`config.mk`:
```
export PLATFORM = sky130hd
export DESIGN_NAME = usb_phy_seq
export DESIGN_NICKNAME = d
export VERILOG_FILES = /design/src/rtl/usb_phy_pkg.sv /design/src/rtl/usb_vbus_debounce.sv /design/src/rtl/usb_phy_seq.sv
export SDC_FILE = /design/constraint.sdc
export NUM_CORES = 1
export LEC_CHECK = 0
export ABC_AREA = 1
export ABC_CLOCK_PERIOD_IN_PS = 2300
export CAP_MARGIN = 40
export CORE_ASPECT_RATIO = 0.6
export CORE_MARGIN = 2
export CORE_UTILIZATION = 38
export CTS_CLUSTER_SIZE = 14
export DETAILED_ROUTE_END_ITERATION = 10
export PLACE_DENSITY = 0.63
export REMOVE_ABC_BUFFERS = 1
export SETUP_SLACK_MARGIN = 0.1
export SKIP_CTS_REPAIR_TIMING = 1
export SLEW_MARGIN = 10
export SYNTH_ARGS = -nofsm -noshare
export SYNTH_HDL_FRONTEND = slang
export SYNTH_SLANG_ARGS = --single-unit
export TNS_END_PERCENT = 50
```
`constraint.sdc`:
```
create_clock -name clk -period 2.3 [get_ports clk]
set_clock_uncertainty 0.2 [all_clocks]
set_input_delay 0.46 -clock clk [delete_from_list [all_inputs] [get_ports clk]]
set_output_delay 0.46 -clock clk [all_outputs]
set_load 0.01 [all_outputs]
```
`src/rtl/usb_phy_pkg.sv`:
```
// Shared definitions for the ULPI PHY connect/disconnect sequencer.
package usb_phy_pkg;

  typedef enum logic [2:0] {
    IDLE, WR, WR_WAIT, RD, RD_WAIT, NEXT, CONNECTED, FAULT
  } phy_state_e;

  // ULPI register addresses touched by the default tables
  localparam logic [7:0] OTG_CTL  = 8'h0A;
  localparam logic [7:0] FUNC_CTL = 8'h04;

  // {addr,data} pairs, entry 0 in the MSBs
  localparam logic [31:0] CONN_TABLE_DEF = {OTG_CTL, 8'h00, FUNC_CTL, 8'h45};
  localparam logic [31:0] DISC_TABLE_DEF = {OTG_CTL, 8'h00, FUNC_CTL, 8'h49};

endpackage

```
`src/rtl/usb_vbus_debounce.sv`:
```
// VBUS-valid debouncer: vb_ok rises after DEBOUNCE+1 consecutive valid
// samples and drops on the first invalid sample.
module usb_vbus_debounce #(
  parameter int DEBOUNCE = 15
) (
  input  logic       clk,
  input  logic       rst_n,
  input  logic [1:0] vbus_state,
  output logic       vb_ok
);
  localparam int CW = $clog2(DEBOUNCE + 1) + 1;

  logic [CW-1:0] cnt_q;

  // Count consecutive valid samples; any invalid sample restarts the count
  always_ff @(posedge clk or negedge rst_n) begin
    if (!rst_n) begin
      cnt_q <= '0;
      vb_ok <= 1'b0;
    end else if (vbus_state != 2'b11) begin
      cnt_q <= '0;
      vb_ok <= 1'b0;
    end else if (cnt_q == CW'(DEBOUNCE)) begin
      vb_ok <= 1'b1;
    end else begin
      cnt_q <= cnt_q + CW'(1);
    end
  end

endmodule

```
`src/rtl/usb_phy_seq.sv`:
```
// ULPI PHY sequencer: plays a connect or disconnect table of register
// writes, optionally verifying each by read-back, with per-entry retries.
module usb_phy_seq
  import usb_phy_pkg::*;
#(
  parameter int                    N_CONN     = 2,
  parameter int                    N_DISC     = 2,
  parameter logic [16*N_CONN-1:0]  CONN_TABLE = CONN_TABLE_DEF,
  parameter logic [16*N_DISC-1:0]  DISC_TABLE = DISC_TABLE_DEF,
  parameter int                    VERIFY     = 1,
  parameter int                    MAX_RETRY  = 3,
  parameter int                    TIMEOUT    = 255,
  parameter int                    DEBOUNCE   = 15
) (
  input  logic       clk,
  input  logic       rst_n,
  input  logic       usb_enable,
  input  logic [1:0] vbus_state,
  input  logic       reconnect,
  output logic       reg_en,
  output logic       reg_we,
  output logic [7:0] reg_addr,
  output logic [7:0] reg_din,
  input  logic       reg_rdy,
  input  logic [7:0] reg_dout,
  output logic       connected,
  output logic       busy,
  output logic       error
);
  localparam int TW = $clog2(TIMEOUT + 1);
  localparam int RW = $clog2(MAX_RETRY + 1) + 1;

  phy_state_e    state_q;
  logic [2:0]    idx_q;
  logic          disc_q;      // 1: playing the disconnect table
  logic [RW-1:0] retry_q;
  logic [TW-1:0] tmo_q;
  logic          error_q;
  logic [7:0]    addr_q, din_q;
  logic          vb_ok;

  usb_vbus_debounce #(.DEBOUNCE(DEBOUNCE)) u_deb (
    .clk        (clk),
    .rst_n      (rst_n),
    .vbus_state (vbus_state),
    .vb_ok      (vb_ok)
  );

  // Table lookup: shift the wanted entry up to the MSBs
  function automatic logic [15:0] entry_f(input logic disc, input logic [2:0] i);
    logic [16*N_CONN-1:0] c;
    logic [16*N_DISC-1:0] d;
    c = CONN_TABLE << (16 * i);
    d = DISC_TABLE << (16 * i);
    return disc ? d[16*N_DISC-1 -: 16] : c[16*N_CONN-1 -: 16];
  endfunction

  logic [15:0] conn0_e, disc0_e, next_e;
  logic [2:0]  last_idx;
  logic        tmo_hit, attempt_fail;

  // Next-entry lookups and attempt-failure decode
  always_comb begin
    conn0_e      = entry_f(1'b0, 3'd0);
    disc0_e      = entry_f(1'b1, 3'd0);
    next_e       = entry_f(disc_q, idx_q + 3'd1);
    last_idx     = disc_q ? 3'(N_DISC - 1) : 3'(N_CONN - 1);
    tmo_hit      = (tmo_q == TW'(TIMEOUT - 1));
    attempt_fail = 1'b0;
    if (state_q == WR_WAIT)
      attempt_fail = !reg_rdy && tmo_hit;
    else if (state_q == RD_WAIT)
      attempt_fail = reg_rdy ? (reg_dout != din_q) : tmo_hit;
  end

  // Sequencer FSM; ready wins over a coincident timeout
  always_ff @(posedge clk or negedge rst_n) begin
    if (!rst_n) begin
      state_q <= IDLE;
      idx_q   <= '0;
      disc_q  <= 1'b0;
      retry_q <= '0;
      tmo_q   <= '0;
      error_q <= 1'b0;
      addr_q  <= '0;
      din_q   <= '0;
    end else begin
      case (state_q)
        IDLE: begin
          addr_q <= '0;
          din_q  <= '0;
          if (usb_enable && vb_ok) begin
            disc_q  <= 1'b0;
            idx_q   <= '0;
            retry_q <= '0;
            {addr_q, din_q} <= conn0_e;
            state_q <= WR;
          end
        end
        WR, RD: begin
          tmo_q   <= '0;
          state_q <= (state_q == WR) ? WR_WAIT : RD_WAIT;
        end
        WR_WAIT, RD_WAIT: begin
          tmo_q <= tmo_q + TW'(1);
          if (attempt_fail) begin
            if (retry_q == RW'(MAX_RETRY)) begin
              error_q <= 1'b1;
              state_q <= FAULT;
            end else begin
              retry_q <= retry_q + RW'(1);
              state_q <= WR;
            end
          end else if (reg_rdy) begin
            state_q <= (state_q == WR_WAIT && VERIFY != 0) ? RD : NEXT;
          end
        end
        NEXT: begin
          retry_q <= '0;
          if (idx_q == last_idx) begin
            if (disc_q) begin
              addr_q  <= '0;
              din_q   <= '0;
              state_q <= IDLE;
            end else begin
              state_q <= CONNECTED;
            end
          end else begin
            idx_q   <= idx_q + 3'd1;
            {addr_q, din_q} <= next_e;
            state_q <= WR;
          end
        end
        CONNECTED: begin
          if (!usb_enable || !vb_ok || reconnect) begin
            disc_q  <= 1'b1;
            idx_q   <= '0;
            retry_q <= '0;
            {addr_q, din_q} <= disc0_e;
            state_q <= WR;
          end
        end
        FAULT: begin
          if (!usb_enable) begin
            error_q <= 1'b0;
            addr_q  <= '0;
            din_q   <= '0;
            state_q <= IDLE;
          end
        end
        default: state_q <= IDLE;
      endcase
    end
  end

  assign reg_en    = (state_q == WR) || (state_q == RD);
  assign reg_we    = (state_q == WR);
  assign reg_addr  = addr_q;
  assign reg_din   = din_q;
  assign connected = (state_q == CONNECTED);
  assign busy      = !((state_q == IDLE) || (state_q == CONNECTED) || (state_q == FAULT));
  assign error     = error_q;

endmodule

```
==> flow_summary.toml <==
[run_status]
status = "finished with violations"
violations = "setup timing"

[logic_synthesis]
ys_warn_count = 0
synth_area_per_cell_um2 = 7.706
syn_area_um2 = 1795
netlist.area_leader.share_pct = 41.81
yosysTopAreaCell = "dfrtp_1"
synth_area_leaders = "dfrtp_1, nand2_1, inv_1, ha_1, nor2_1"
ys_seq_area_share_pct = 41.81
syn_inst = 233
synth_cell_types = 28
ys_ff_latch = 30

[min_path]
min_from = "tmo_q[7]"
hold_path_class = "flop to flop"

[setup_path]
required_ns = 1.64
worstSetupPathType = "flop to output port"
crit_path_start_kind = "flop"
max_stage_delay_ns = 0.48
cp_top_family = "buffers and inverters"
worst-path-buf-inv = 2
critPathSlowestCell = "clkdlybuf4s50_1"
worstPathArrival_ns = 1.72
crit_chain = "inv_2 -> nor3_4 -> or2_2 -> clkdlybuf4s50_1"
rr_startpoint = "state_q[1]"
critPathLaunch = "state_q[0]"
critPathCaptureType = "output port"
path_max_fanout = 5

[place]
dp_hpwl_mm = 2.998
place_area_um2 = 2112
finalWeightedCongestion = 0.7861
io_buffers = 26
post-place-ws_ns = 0.1038

[detailed_routing]
wl_per_cell_um = 11.48
antenna_left = 0
remaining_drc_errors = 0
drt_iter0_drc = 129
vias = 1530
via_per_inst = 4.636
firstDrtPassIters = 5
routed_wl_mm = 3.789

[global_routing]
antenna_found_initial = 0
track_usage_pct = 15.53
grt_pass1_wl_mm = 6.354
grt_max_degree = 31
grt_pass1_vias = 1320
gr-total-overflow = 0

[pwr]
power.density_nw_per_um2 = 921.8
power_uw = 2040
max-vdd-ir-drop_mv = 0.5309
leakagePower_uw = 0.001085

[layout]
layout.nets = 290
final-seq-area_um2 = 752.0
multiInputGateArea_um2 = 873.3
layout-drive-gt1-share_pct = 9.738
syn2layout_area_growth_pct = 23.28
fin_area_um2 = 2213
final_util_pct = 48.49
fillers = 453
diodes = 0

[cts]
root_buffer = "clkbuf_8"
clk_latency_ns = 0.27
htreeDepth = 2
cts_tree = "done"
clkSlewWorstSetupHoldPaths_ns = 0.06
clock_sinks = 30
cts_made_buffers = 5
cts_buffer_depth = 2

[job]
cap_viol_max_count = 0

[floorplan]
coreArea_um2 = 4564
die_w_um = 92.74
rows = 19
io_pins = 36
start_util_pct = 39.34
dieArea_um2 = 5309
dieHeight_um = 57.25

[timing]
max_freq_mhz = 420.6
setup_ws_ns = -0.07751
rsz0062_at_grt = "yes"
fin_worst_hold_slack_ns = 0.2779
finalHoldViolCount = 0
setup-violations-final = 1
finalMaxSlewViolations = 0
min_period_ns = 2.378
period_share_pct = 103.4
==> worst paths after layout <==
kind	slack [ns]	endpoint	cells after the start
setup / recovery	-0.08	reg_en	4
hold / removal	0.28	tmo_q[7]	1
setup reg to reg	0.44	reg_addr[3]	8
hold reg to reg	0.28	tmo_q[7]	1
max in group asynchronous	1.22	state_q[2]	2
min in group asynchronous	0.38	tmo_q[0]	2
==> synthesized netlist by cell type, drive strengths merged <==
master / count
or2: 2
xor2: 2
nand4: 5
conb: 1
nor4: 1
a32o: 1
o22ai: 7
dfrtp: 30
inv: 36
nor2: 27
a41oi: 1
a21oi: 10
nor3: 7
o211a: 1
a2bb2oi: 1
xnor2: 2
nand3: 15
nand2: 49
o21ai: 16
ha: 8
buf: 11
==> kinds of logic (layout without fill, tap and decap cells) <==
kind of cell	Yosys count	in the layout	synth area share, %
adders and majority gates	8	8	5.575
buffers and inverters	47	73	12.13
DFF	30	30	41.81
xor gates and xnor gates	4	4	1.952
AOI/OAI and AO/OA	37	37	11.99
other	1	9	0.2089
and+or+nand+nor	106	106	26.34
==> through the flow <==
step                      std cells  TNS (ns)
after CTS                       330   -0.4686
after global routing            330   -0.1451
after floorplan                 230         0
after detailed placement        323         0
final                           330  -0.07751
after global placement          323         0
==> cells in the final DEF, fill, tap and decap left out, types with 2 or more instances in the layout <==
cell type,synthesis,final
nand4_1,5,5
conb_1,1,9
inv_2,4,4
or2_2,2,2
nor3_1,4,2
clkbuf_8,0,5
dfrtp_1,30,29
xor2_1,2,2
xnor2_1,2,2
nand3_1,14,14
dlymetal6s2s_1,0,3
nor3_2,3,4
inv_1,32,32
clkdlybuf4s50_1,0,23
clkbuf_1,0,2
o22ai_1,7,7
o21ai_0,12,12
nand2_2,2,2
buf_4,11,4
o21ai_1,4,4
nand2_1,47,47
ha_1,8,8
a21oi_1,9,9
nor2_1,26,26
==> final cells by class <==
class                   instances  share of cell area [%]
clock buffers                   7                   3.448
well taps                      63                   3.561
multi-input cells             164                   39.46
flip-flops and latches         30                   33.97
inverters                      36                   6.105
repair buffers                 30                   13.45
==> worst reg2reg max path: stages, from the launching register on <==
cell	delay, ns
dfrtp_1	0.45
nor2_1	0.19
nand2_1	0.14
nand2_2	0.10
buf_4	0.14
nand3_2	0.10
nor2_1	0.22
nor2_1	0.07
a41oi_1	0.16
==> routing by layer <==
metal / vias up / global-route usage [%] / part of all wire, %
li1: 811 / - / -
met1: 677 / 25.29 / 56
met2: 38 / 19.50 / 37
met3: 4 / 4.756 / 6.0
met4: 0 / 3.782 / 0.61
met5: - / 0 / 0
==> state kept, by name (all words and copies together) (netlist names) <==
signal       cells
idx_q            3
error            1
reg_addr         2
u_deb.cnt_q      5
retry_q          3
u_deb.vb_ok      1
reg_din          3
disc_q           1
state_q          3
tmo_q            8
==> where the power goes <==
group          leakage (uW)  switching, uW  internal [uW]  total [uW]
registers          0.000403            103            623         726
clock network     0.0000383            182            208         390
logic              0.000644            533            392         925
No activity file was read; power rests on OpenSTA's default activity.
